### config.mk
export PLATFORM = sky130hd
export DESIGN_NAME = inst_fetch_flat
export DESIGN_NICKNAME = d
export VERILOG_FILES = /design/src/rtl/inst_fetch_if.sv /design/src/rtl/inst_fetch.sv /design/src/flat_wrapper.sv
export SDC_FILE = /design/constraint.sdc
export NUM_CORES = 1
export LEC_CHECK = 0
export BUFFER_PORTS_ARGS = -buffer_cell sky130_fd_sc_hd__buf_4
export CAP_MARGIN = 20
export CORE_MARGIN = 8
export CORE_UTILIZATION = 35
export CTS_BUF_LIST = sky130_fd_sc_hd__clkbuf_16
export DETAILED_ROUTE_END_ITERATION = 7
export HOLD_SLACK_MARGIN = 0.06
export SLEW_MARGIN = 20
export SYNTH_ARGS = -nofsm -noshare
export SYNTH_HDL_FRONTEND = slang
export SYNTH_SLANG_ARGS = --single-unit
### constraint.sdc
create_clock -name Clk -period 3.1 [get_ports Clk]
set_input_delay 0.155 -clock Clk [delete_from_list [all_inputs] [get_ports Clk]]
set_output_delay 0.155 -clock Clk [all_outputs]
set_load 0.005 [all_outputs]
### src/rtl/inst_fetch_if.sv
// Fetch sequencer bus: harness/decoder controls in, ROM address and status out.
interface inst_fetch_if #(
    parameter int A = 10,
    parameter int O = 6,
    parameter int C = 16
);
    logic         Start;
    logic [A-1:0] StartAddr;
    logic         Halt;
    logic         Stall;
    logic         Jump;
    logic [A-1:0] Target;
    logic         BranchTaken;
    logic [O-1:0] Offset;
    logic         Call;
    logic         Ret;
    logic [A-1:0] InstAddress;
    logic         Running;
    logic         Done;
    logic [C-1:0] InstCount;

    modport slave (
        input  Start, StartAddr, Halt, Stall, Jump, Target,
        input  BranchTaken, Offset, Call, Ret,
        output InstAddress, Running, Done, InstCount
    );

    modport master (
        output Start, StartAddr, Halt, Stall, Jump, Target,
        output BranchTaken, Offset, Call, Ret,
        input  InstAddress, Running, Done, InstCount
    );
endinterface

### src/rtl/inst_fetch.sv
// PC / fetch sequencer with Start/Done handshake and saturating retire count.
// Optional single-entry call/return link when FETCH_LINK_EN is defined.
module inst_fetch #(
    parameter int A = 10,
    parameter int O = 6,
    parameter int C = 16
) (
    input  logic Clk,
    input  logic Reset_n,
    inst_fetch_if.slave bus
);
    typedef enum logic [1:0] {
        IDLE = 2'd0,
        RUN  = 2'd1,
        DONE = 2'd2
    } state_t;

    state_t       state_q, state_d;
    logic [A-1:0] pc_q, pc_d;
    logic [C-1:0] cnt_q, cnt_d;
    logic         running_q, done_q;
    logic [C-1:0] cnt_inc;
    logic [A-1:0] pc_seq;
    logic [A-1:0] pc_br;

    assign cnt_inc = (cnt_q == '1) ? cnt_q : cnt_q + C'(1);
    assign pc_seq  = pc_q + A'(1);
    assign pc_br   = pc_q + {{(A-O){bus.Offset[O-1]}}, bus.Offset};

`ifdef FETCH_LINK_EN
    logic [A-1:0] link_q, link_d;
`else
    logic unused_link;
    assign unused_link = ^{bus.Call, bus.Ret};
`endif

    always_comb begin
        state_d = state_q;
        pc_d    = pc_q;
        cnt_d   = cnt_q;
`ifdef FETCH_LINK_EN
        link_d  = link_q;
`endif
        unique case (state_q)
            IDLE, DONE: begin
                if (bus.Start) begin
                    pc_d    = bus.StartAddr;
                    cnt_d   = '0;
                    state_d = RUN;
                end
            end
            RUN: begin
                cnt_d = cnt_inc;
                priority case (1'b1)
                    bus.Halt: state_d = DONE;
                    bus.Stall: cnt_d = cnt_q;
`ifdef FETCH_LINK_EN
                    bus.Ret: pc_d = link_q;
                    bus.Call: begin
                        link_d = pc_seq;
                        pc_d   = bus.Target;
                    end
`endif
                    bus.Jump: pc_d = bus.Target;
                    bus.BranchTaken: pc_d = pc_br;
                    default: pc_d = pc_seq;
                endcase
            end
            default: state_d = IDLE;
        endcase
    end

    always_ff @(posedge Clk or negedge Reset_n) begin
        if (!Reset_n) begin
            state_q   <= IDLE;
            pc_q      <= '0;
            cnt_q     <= '0;
            running_q <= 1'b0;
            done_q    <= 1'b0;
`ifdef FETCH_LINK_EN
            link_q    <= '0;
`endif
        end else begin
            state_q   <= state_d;
            pc_q      <= pc_d;
            cnt_q     <= cnt_d;
            running_q <= (state_d == RUN);
            done_q    <= (state_d == DONE);
`ifdef FETCH_LINK_EN
            link_q    <= link_d;
`endif
        end
    end

    assign bus.InstAddress = pc_q;
    assign bus.Running     = running_q;
    assign bus.Done        = done_q;
    assign bus.InstCount   = cnt_q;
endmodule

### src/flat_wrapper.sv
// flat-port wrapper written by rule: the top's interface ports become plain ports
module inst_fetch_flat 
#(
    parameter int A = 10,
    parameter int O = 6,
    parameter int C = 16
)
  (Clk, Reset_n, bus_Start, bus_StartAddr, bus_Halt, bus_Stall, bus_Jump, bus_Target, bus_BranchTaken, bus_Offset, bus_Call, bus_Ret, bus_InstAddress, bus_Running, bus_Done, bus_InstCount);
  inst_fetch_if #(.A(A), .O(O), .C(C)) bus_i ();
  input  logic Clk;
  input  logic Reset_n;
  input wire logic [$bits(bus_i.Start)-1:0] bus_Start;
  input wire logic [$bits(bus_i.StartAddr)-1:0] bus_StartAddr;
  input wire logic [$bits(bus_i.Halt)-1:0] bus_Halt;
  input wire logic [$bits(bus_i.Stall)-1:0] bus_Stall;
  input wire logic [$bits(bus_i.Jump)-1:0] bus_Jump;
  input wire logic [$bits(bus_i.Target)-1:0] bus_Target;
  input wire logic [$bits(bus_i.BranchTaken)-1:0] bus_BranchTaken;
  input wire logic [$bits(bus_i.Offset)-1:0] bus_Offset;
  input wire logic [$bits(bus_i.Call)-1:0] bus_Call;
  input wire logic [$bits(bus_i.Ret)-1:0] bus_Ret;
  output wire logic [$bits(bus_i.InstAddress)-1:0] bus_InstAddress;
  output wire logic [$bits(bus_i.Running)-1:0] bus_Running;
  output wire logic [$bits(bus_i.Done)-1:0] bus_Done;
  output wire logic [$bits(bus_i.InstCount)-1:0] bus_InstCount;
  assign bus_i.Start = bus_Start;
  assign bus_i.StartAddr = bus_StartAddr;
  assign bus_i.Halt = bus_Halt;
  assign bus_i.Stall = bus_Stall;
  assign bus_i.Jump = bus_Jump;
  assign bus_i.Target = bus_Target;
  assign bus_i.BranchTaken = bus_BranchTaken;
  assign bus_i.Offset = bus_Offset;
  assign bus_i.Call = bus_Call;
  assign bus_i.Ret = bus_Ret;
  assign bus_InstAddress = bus_i.InstAddress;
  assign bus_Running = bus_i.Running;
  assign bus_Done = bus_i.Done;
  assign bus_InstCount = bus_i.InstCount;
  inst_fetch #(.A(A), .O(O), .C(C)) u_core (.Clk(Clk), .Reset_n(Reset_n), .bus(bus_i));
endmodule
* After elaboration in Yosys (flattened, before gate mapping)
Index checks and enable logic that the tools add are counted.
** Cells by class
- Add/sub/neg operators :: 3
- Equality and inequality tests :: 9
- Mux-type cells :: 14
- Reductions and logical operators :: 5
** Operator list (number)
- $mux 16 :: 4
- $mux 10 :: 5
- $pmux 16 s2 :: 1
- $pmux 10 s2 :: 1
- $add 16x1->16 const B :: 1
- $eq 16x16->1 const B :: 1
- $add 10x1->10 const B :: 1
- $add 10x10->10 :: 1
- $ne 2x2->1 const B :: 3
- $eq 2x1->1 const B :: 2
- $eq 2x2->1 const B :: 2
- $mux 2 :: 2
- $pmux 2 s2 :: 1
- $reduce_and 4->1 :: 1
- $ne 3x3->1 const B :: 1
- $reduce_and 3->1 :: 1
- $logic_not 2->1 :: 1
- $reduce_bool 2->1 :: 1
- $reduce_or 2->1 :: 1
** Storage, ports and cells
- Flip-flop bits (word level) :: 30
- Output and inout bits :: 28
- Logic and storage cells :: 36

* Logic depth before layout (Yosys ltp)
Gate-level depths: netlist of the first run.
- Depth after elaboration :: 6
- Depth in mapped cells :: 8
- Mapped depth without buffers :: 8

* Worst setup path after synthesis of the first run
No wires, ideal clock.
- Path kind :: flip-flop to flip-flop
- From :: register u_core.pc_q[0], in the netlist u_core.bus.InstAddress[0]
- To :: register u_core.pc_q[6], in the netlist u_core.bus.InstAddress[6]
- Library setup time :: 0.104 ns
- Data arrival time :: 1.914 ns
- Required time :: 2.996 ns
- Path slack :: 1.082 ns
- Stages on the path, launching flop included :: 8
- Path buffers :: 0
- Period minus slack after synthesis :: 2.018 ns
- Cells stage by stage :: dfrtp_1 ha_1 fa_1 a211oi_1 o21bai_1 mux2i_1 xnor2_1 o311ai_1
** On the way
- Cells in the longest elaborated chain, start to end :: 6
- Elaborated cells on any way between the ends :: 7
** RTL lines
- start, declared :: RTL line inst_fetch.sv:19 : logic [A-1:0] pc_q, pc_d;
- start signal, assigned :: RTL line inst_fetch.sv:85 : pc_q <= pc_d;
- $add 10x1->10 / $add 10x10->10 (equally long branches) :: RTL line inst_fetch.sv:27, inst_fetch.sv:28
- $mux 10 (*) (4 in a row) :: RTL line inst_fetch.sv:54 : priority case (1'b1)
- $pmux 10 s2 (*) :: RTL line inst_fetch.sv:44 : unique case (state_q)
Every way passes the cells marked *; elsewhere a longest branch is shown, timed or not. The select of a mux whose other input is x is not followed.
A chain may end at the register's enable or synchronous reset.

* Worst setup path after layout of the first run
Same ends and word-level chain as after synthesis.

==> impl_metrics.csv, run 1 <==
group,metric,value,unit
clock_network,clock-sinks,30,
clock_network,ctsLongestPathBuffers,2,
worst_setup_path,worstSetupStartpointType,"flip-flop",
global_route,first_global_vias,1993,
global_route,grt_first_pass_wirelength,9.57,mm
placed_design,post-dp-hpwl,4.40,mm
drt,dr_total_vias,2012,
clock_network,cts-htree-levels,2,
worst_setup_path,startpoint,"u_core.bus.InstAddress[0]$_DFFE_PN0P_",
sta,relSlewSlack,63.8,%
sta,max_clock_freq,0.463,GHz
clock_network,number_of_buffers_created_by_cts,5,
synth,synth_fp_nets,271,
synth,ys_types,55,
global_route,grt_antenna_before_repair,0,
sta,layout_worst_path_cycle_share,69.7,%
drt,drc,0,
drt,antenna_left,0,
synth,synthesis.yosys.warnings,0,
die,num_io_pins,63,
final_layout,seqCellArea,751,um^2
worst_setup_path,setup.worst_path.class,"flip-flop to flip-flop",
sta,tightestPinTransition,539,ps
clock_network,clkLatencyLatePin,270,ps
synth,number_of_enable_flip_flop_cells_after_synthesis,0,
clock_network,clock_tree.root_cell,"sky130_fd_sc_hd__clkbuf_16",
worst_setup_path,max_stage_delay,430,ps
sta,grt_setup_unrepaired,"no",
synth,seq_total_area_yosys,36.5,%
final_layout,nFillCells,599,
power,leakagePower,1.23,nW
synth,number_of_instances_in_the_synthesized_netlist,229,
worst_setup_path,worstReg2RegStart,"u_core.bus.InstAddress[0]$_DFFE_PN0P_",
worst_setup_path,worst_ep_arrival_time,2330,ps
sta,min_period,2160,ps
final_layout,syn_to_final_growth,31.4,%
placed_design,gp_routability_congestion,0.894,
worst_setup_path,critical_path_cell_sequence,"ha_1 -> fa_1 -> a211oi_1 -> o21bai_1 -> mux2i_1 -> xnor2_1 -> o311ai_1",
drt,first_pass_iters,4,
power,vdd_ir_drop_max,325,uV
min_path,worst_min_path_class,"input pin to flip-flop",
placed_design,placed_instance_count,357,
power,power.density_cell_area,605,mW/mm^2
worst_setup_path,end_kind,"flip-flop",
die,die-width,92.7,um
global_route,grt_max_degree,31,
drt,drt-initial-drc-count,68,
die,rows,28,
worst_setup_path,timing.critical_path.required,3270,ps
drt,vias_per_cell,5.51,
sta,setup_tns,0,ps
final_layout,layout.nets,332,
sta,max_slew_violation_total_from_the_final_report,0,
final_layout,drive_gt1_share,26.2,%
synth,syn-mean-instance-area,8.98,um^2
placed_design,io_buffer_count,60,
min_path,hold_path.startpoint,"bus_Halt",
worst_setup_path,path_max_fanout,3,
run_status,status,"complete, no violations",
drt,wl,5.86,mm
drt,avgRoutedWirePerCell,16.1,um
die,die_height,92.7,um
final_layout,insertedDiodeCount,0,
synth,syn-cell-area,0.00206,mm^2
global_route,grt.total_usage,13.9,%
final_layout,post_layout_nonfiller_instances,365,
sta,clock_skew,0.940,ps
job,max_cap_violations,0,
sta,finalHoldViolations,0,
synth,number_of_storage_elements_in_the_synthesis_netlist,30,
worst_setup_path,timing.critical_path.buf_inv,0,
synth,post_synthesis_async_set_or_reset_flop_share,100,%
worst_setup_path,worst_path_dominant_cell_family,"compound AO/OA/AOI/OAI gates",
clock_network,clock_pin_slew_worst_setup_and_hold_paths,50,ps
synth,postSynth.topFlopCell,"sky130_fd_sc_hd__dfrtp_1",
die,die-area,0.00859,mm^2
die,core_area,0.00582,mm^2
die,starting_density_of_the_core,35.4,%
worst_setup_path,slowest_stage,"sky130_fd_sc_hd__fa_1",
final_layout,multiInputGateArea,0.00123,mm^2
global_route,global_route.overflow_total,0,
worst_setup_path,r2r_setup_slack,940,ps
sta,final-setup-viol-count,0,
clock_network,cts_tree,"built",
-- per-stage QoR --
| stage | worst slack [ps] | utilization [%] | hold WS [ps] | instance area (um^2) | power, mW |
|---|---|---|---|---|---|
| final | 938 | 46.5 | 123 | 2700 | 1.64 |
| after global routing | 610 | 46.5 | 127 | 2700 | 1.77 |
| after CTS | 909 | 46.5 | 120 | 2700 | 1.67 |
| after detailed placement | 922 | 44.0 | 123 | 2560 | 1.19 |
| after global placement | 958 | 44.0 | 121 | 2560 | 1.18 |
| after floorplan | 1080 | - | -141 | 2060 | 0.945 |
-- synthesized netlist by cell type (all sizes together), types with 2 or more instances --
| library cell | instances | share of area [%] |
|---|---|---|
| nand3 | 14 | 3.4 |
| a41o | 2 | 1.0 |
| clkbuf | 4 | 0.73 |
| dfrtp | 30 | 36 |
| inv | 5 | 0.91 |
| a31oi | 5 | 1.5 |
| o211ai | 6 | 2.9 |
| mux2i | 7 | 3.4 |
| or3 | 3 | 0.91 |
| nand4 | 6 | 1.8 |
| nor3 | 5 | 1.2 |
| nor4 | 3 | 1.6 |
| and3 | 6 | 1.8 |
| a21oi | 11 | 2.7 |
| xnor2 | 11 | 4.7 |
| ha | 6 | 3.6 |
| xor2 | 2 | 0.85 |
| and2 | 5 | 1.5 |
| or4 | 2 | 0.73 |
| a211oi | 5 | 2.1 |
| a21o | 4 | 1.5 |
| buf | 4 | 1.7 |
| nand2 | 23 | 4.2 |
| nor2 | 17 | 3.1 |
| nand2b | 4 | 1.2 |
| and4 | 2 | 0.85 |
| o21ai | 16 | 3.9 |
-- state kept, by name, indices dropped and copies added (netlist names) --
| signal | flops |
|---|---|
| u_core.bus.Done | 1 |
| u_core.bus.InstAddress | 10 |
| u_core.state_q | 2 |
| u_core.bus.Running | 1 |
| u_core.bus.InstCount | 16 |
-- placed cells by master, fill, tap and decap left out, types with 2 or more instances in the layout --
cell type / n
sky130_fd_sc_hd__mux2i_1: 7
sky130_fd_sc_hd__clkinv_2: 2
sky130_fd_sc_hd__inv_1: 5
sky130_fd_sc_hd__and3_1: 6
sky130_fd_sc_hd__nor4_1: 2
sky130_fd_sc_hd__a21oi_1: 11
sky130_fd_sc_hd__and4_1: 2
sky130_fd_sc_hd__or3_1: 3
sky130_fd_sc_hd__o21ai_0: 15
sky130_fd_sc_hd__nor3_1: 5
sky130_fd_sc_hd__dfrtp_1: 30
sky130_fd_sc_hd__a31oi_1: 5
sky130_fd_sc_hd__a211oi_1: 4
sky130_fd_sc_hd__a21o_1: 4
sky130_fd_sc_hd__ha_1: 6
sky130_fd_sc_hd__xnor2_1: 11
sky130_fd_sc_hd__and2_1: 5
sky130_fd_sc_hd__nand2b_1: 4
sky130_fd_sc_hd__nand2_1: 23
sky130_fd_sc_hd__o211ai_1: 5
sky130_fd_sc_hd__or4_1: 2
sky130_fd_sc_hd__clkbuf_16: 5
sky130_fd_sc_hd__nand4_1: 6
sky130_fd_sc_hd__buf_4: 61
sky130_fd_sc_hd__nand3_1: 14
sky130_fd_sc_hd__nor2_1: 17
sky130_fd_sc_hd__xor2_1: 2
-- power breakdown --
group          switching [mW]  internal [mW]
combinational           0.299          0.304
clock                   0.167          0.289
sequential              0.103          0.474
-- cell type report --
type | instances | share of cell area (%)
clock buffer | 5 | 4.63
clock inverter | 2 | 0.370
inverter | 6 | 0.833
multi-input combinational | 185 | 45.6
sequential | 30 | 27.8
tap | 75 | 3.47
timing repair buffer | 62 | 17.3
-- worst paths after layout --
path                                                          to  depth (start not counted)
setup / recovery           u_core.bus.InstAddress[6]$_DFFE_PN0P_                          7
hold / removal                      u_core.bus.Running$_DFF_PN0_                          2
setup reg to reg           u_core.bus.InstAddress[6]$_DFFE_PN0P_                          7
hold reg to reg            u_core.bus.InstAddress[0]$_DFFE_PN0P_                          2
max in group asynchronous  u_core.bus.InstAddress[1]$_DFFE_PN0P_                          2
min in group asynchronous    u_core.bus.InstCount[3]$_DFFE_PN0P_                          2
-- routing by layer --
layer | vias up | part of all wire, % | GRT usage (%)
li1 | 980 | - | -
met5 | - | 0 | 0
met2 | 52 | 48 | 22.5
met3 | 2 | 6.3 | 5.58
met1 | 978 | 45 | 17.1
met4 | 0 | 0.12 | 2.95
-- worst reg2reg max path, cell delays in order, from the launching register on --
cell and delay [ps]:
sky130_fd_sc_hd__dfrtp_1 390, sky130_fd_sc_hd__ha_1 230, sky130_fd_sc_hd__fa_1 430, sky130_fd_sc_hd__a211oi_1 310, sky130_fd_sc_hd__o21bai_1 180, sky130_fd_sc_hd__mux2i_1 160, sky130_fd_sc_hd__xnor2_1 140, sky130_fd_sc_hd__o311ai_1 230
-- kinds of logic (layout without fill, tap and decap cells) --
logic type,count (synthesis),count (layout),synth area share [%]
XOR/XNOR,13,13,5.54
multiplexers,8,8,3.95
AO/OA/AOI/OAI,59,59,20.0
buffers and inverters,14,75,3.53
flip-flops,30,30,36.5
adder cells (fa/ha/maj),7,7,4.62
AND/OR/NAND/NOR,98,98,25.9
-- repair_timing --
item,CTS,global route
gates resized for setup,0,0
hold buffers,1,0
setup buffers,0,0
endpoints found under the hold margin,30,0
endpoints found under the setup margin,0,0
No activity file was read; power rests on OpenSTA's default activity.
==> run 2: changes to the inputs <==
==> constraint.sdc (replaced) <==
create_clock -name Clk -period 2.2 [get_ports Clk]
set_input_delay 0.11 -clock Clk [delete_from_list [all_inputs] [get_ports Clk]]
set_output_delay 0.11 -clock Clk [all_outputs]
set_load 0.005 [all_outputs]
==> run 2 against run 1 <==
Against the previous run: register-to-register slack got worse by 770 ps; flip-flop and latch count did not move; maximum frequency rose by 6.3%; core utilization rose by 0.97 points; cell area rose by 2.1%; total power rose by 44%.
==> impl_metrics.csv, run 2 (synthesis results as in run 1) <==
group,metric,value,unit
drt,drt-initial-drc-count,67,
sta,clock_skew,3.96,ps
sta,timing.hold.ws,77.4,ps
placed_design,dp_slack,45.4,ps
final_layout,final_design_area_no_fill,0.00276,mm^2
clock_network,cts-htree-levels,2,
die,die_height,92.7,um
final_layout,final_util,47.5,%
placed_design,post-dp-hpwl,4.42,mm
global_route,grt_antenna_before_repair,0,
worst_setup_path,setup.worst_path.class,"flip-flop to flip-flop",
placed_design,placed_area,0.00260,mm^2
sta,setup_tns,0,ps
drt,avgRoutedWirePerCell,15.8,um
global_route,grt_first_pass_wirelength,9.96,mm
drt,dr_total_vias,1968,
power,power.density_cell_area,851,mW/mm^2
sta,max_slew_violation_total_from_the_final_report,0,
sta,post-route-worst-setup-slack,167,ps
worst_setup_path,worst_ep_arrival_time,2210,ps
run_status,status,"complete, no violations",
worst_setup_path,timing.critical_path.required,2370,ps
die,core_area,0.00582,mm^2
drt,first_pass_iters,4,
final_layout,layout.cells.most_common_list,"67 x sky130_fd_sc_hd__buf_4, 30 x sky130_fd_sc_hd__dfrtp_1, 23 x sky130_fd_sc_hd__nand2_1",
worst_setup_path,worstSetupStartpointType,"flip-flop",
sta,final-setup-viol-count,0,
final_layout,post_layout_nonfiller_instances,372,
worst_setup_path,depth_of_the_most_critical_reg_to_reg_path,7,
sta,max_clock_freq,0.492,GHz
drt,drc,0,
final_layout,multiInputGateArea,0.00124,mm^2
worst_setup_path,worstReg2RegStart,"u_core.bus.InstAddress[0]$_DFFE_PN0P_",
die,starting_density_of_the_core,35.4,%
clock_network,cts_tree,"built",
worst_setup_path,r2r_setup_slack,170,ps
final_layout,nFillCells,579,
min_path,min_path_cells,2,
die,die-area,0.00859,mm^2
global_route,grt.total_usage,14.3,%
clock_network,post_cts.repair.setup_buffers,0,
die,die-width,92.7,um
clock_network,clock_tree.root_cell,"sky130_fd_sc_hd__clkbuf_16",
placed_design,io_buffer_count,60,
power,power.total,2.35,mW
min_path,worst_min_path_class,"input pin to flip-flop",
final_layout,layout_commonest_cell,"sky130_fd_sc_hd__buf_4",
sta,relSlewSlack,65.5,%
drt,wl,5.88,mm
min_path,hold_path.startpoint,"bus_Halt",
job,max_cap_violations,0,
placed_design,placed_instance_count,363,
worst_setup_path,worstReg2RegEnd,"u_core.bus.InstAddress[6]$_DFFE_PN0P_",
drt,antenna_left,0,
die,num_io_pins,63,
sta,tightestPinTransition,515,ps
global_route,grt_max_degree,31,
min_path,min_delay_worst_endpoint,"u_core.bus.Running$_DFF_PN0_",
final_layout,insertedDiodeCount,0,
power,vdd_ir_drop_max,435,uV
power,leakagePower,1.27,nW
worst_setup_path,end_kind,"flip-flop",
final_layout,drive_gt1_share,27.9,%
placed_design,gp_routability_congestion,0.922,
final_layout,syn_to_final_growth,34.2,%
sta,min_period,2030,ps
clock_network,number_of_buffers_created_by_cts,5,
sta,layout_worst_path_cycle_share,92.4,%
sta,finalHoldViolations,0,
die,rows,28,
clock_network,clkLatencyLatePin,270,ps
final_layout,largest_register_ff_count,16,
sta,grt_setup_unrepaired,"no",
clock_network,clock-sinks,30,
clock_network,ctsLongestPathBuffers,2,
worst_setup_path,path_max_fanout,3,
global_route,global_route.overflow_total,0,
final_layout,layout.nets,338,
global_route,first_global_vias,2071,
clock_network,clock_pin_slew_worst_setup_and_hold_paths,50,ps
final_layout,seqCellArea,751,um^2
drt,vias_per_cell,5.29,
[run 2: changes by cell type in the layout (fill, tap and decap cells not counted)]
cell                        previous run  this run
sky130_fd_sc_hd__clkinv_2              2         1
sky130_fd_sc_hd__buf_4                61        67
sky130_fd_sc_hd__clkinv_1              1         2
sky130_fd_sc_hd__a2111oi_1             0         1
sky130_fd_sc_hd__inv_1                 5         6
sky130_fd_sc_hd__fa_1                  1         0
sky130_fd_sc_hd__fa_2                  0         1
sky130_fd_sc_hd__a211oi_1              4         3
sky130_fd_sc_hd__a211oi_2              1         2
sky130_fd_sc_hd__a2111oi_0             1         0
[run 2: layout make-up]
type | count | share of cell area, %
clock buffers | 5 | 4.53
clock inverters | 3 | 0.453
inverters | 6 | 0.816
multi-input cells | 185 | 45.0
flip-flops and latches | 30 | 27.2
well taps | 75 | 3.40
repair buffers | 68 | 18.6
[run 2: power breakdown]
part	internal, mW	leakage, nW	switching [mW]
sequential	0.667	0.391	0.148
clock	0.408	0.0724	0.239
combinational	0.453	0.804	0.435
[run 2: metal layers]
metal,wire (um),GRT usage [%]
met1,2730,17.5
met2,2710,23.3
met3,379,3.96
met4,70,5.91
met5,0,0
[run 2: critical path, cell delays in order (launching register included)]
cell,delay [ps]
sky130_fd_sc_hd__dfrtp_1,390
sky130_fd_sc_hd__ha_1,230
sky130_fd_sc_hd__fa_2,380
sky130_fd_sc_hd__a211oi_2,260
sky130_fd_sc_hd__o21bai_1,160
sky130_fd_sc_hd__mux2i_1,160
sky130_fd_sc_hd__xnor2_1,140
sky130_fd_sc_hd__o311ai_1,220
[run 2: worst max path at each step]
stage	from	cells after the start	end	slack [ps]
after detailed placement	u_core.bus.InstAddress[0]$_DFFE_PN0P_	7	u_core.bus.InstAddress[6]$_DFFE_PN0P_	50
after CTS	u_core.bus.InstAddress[0]$_DFFE_PN0P_	7	u_core.bus.InstAddress[6]$_DFFE_PN0P_	30
after global placement	u_core.bus.InstAddress[0]$_DFFE_PN0P_	7	u_core.bus.InstAddress[6]$_DFFE_PN0P_	90
after global routing	u_core.bus.InstAddress[0]$_DFFE_PN0P_	7	u_core.bus.InstAddress[6]$_DFFE_PN0P_	20
final	u_core.bus.InstAddress[0]$_DFFE_PN0P_	7	u_core.bus.InstAddress[6]$_DFFE_PN0P_	170
after floorplan	u_core.bus.InstAddress[0]$_DFFE_PN0P_	7	u_core.bus.InstAddress[6]$_DFFE_PN0P_	180
[run 2: repair_timing]
action	CTS	global route
gates resized for setup	0	3
endpoints found under the hold margin	30	0
hold buffers	1	0
endpoints found under the setup margin	0	3
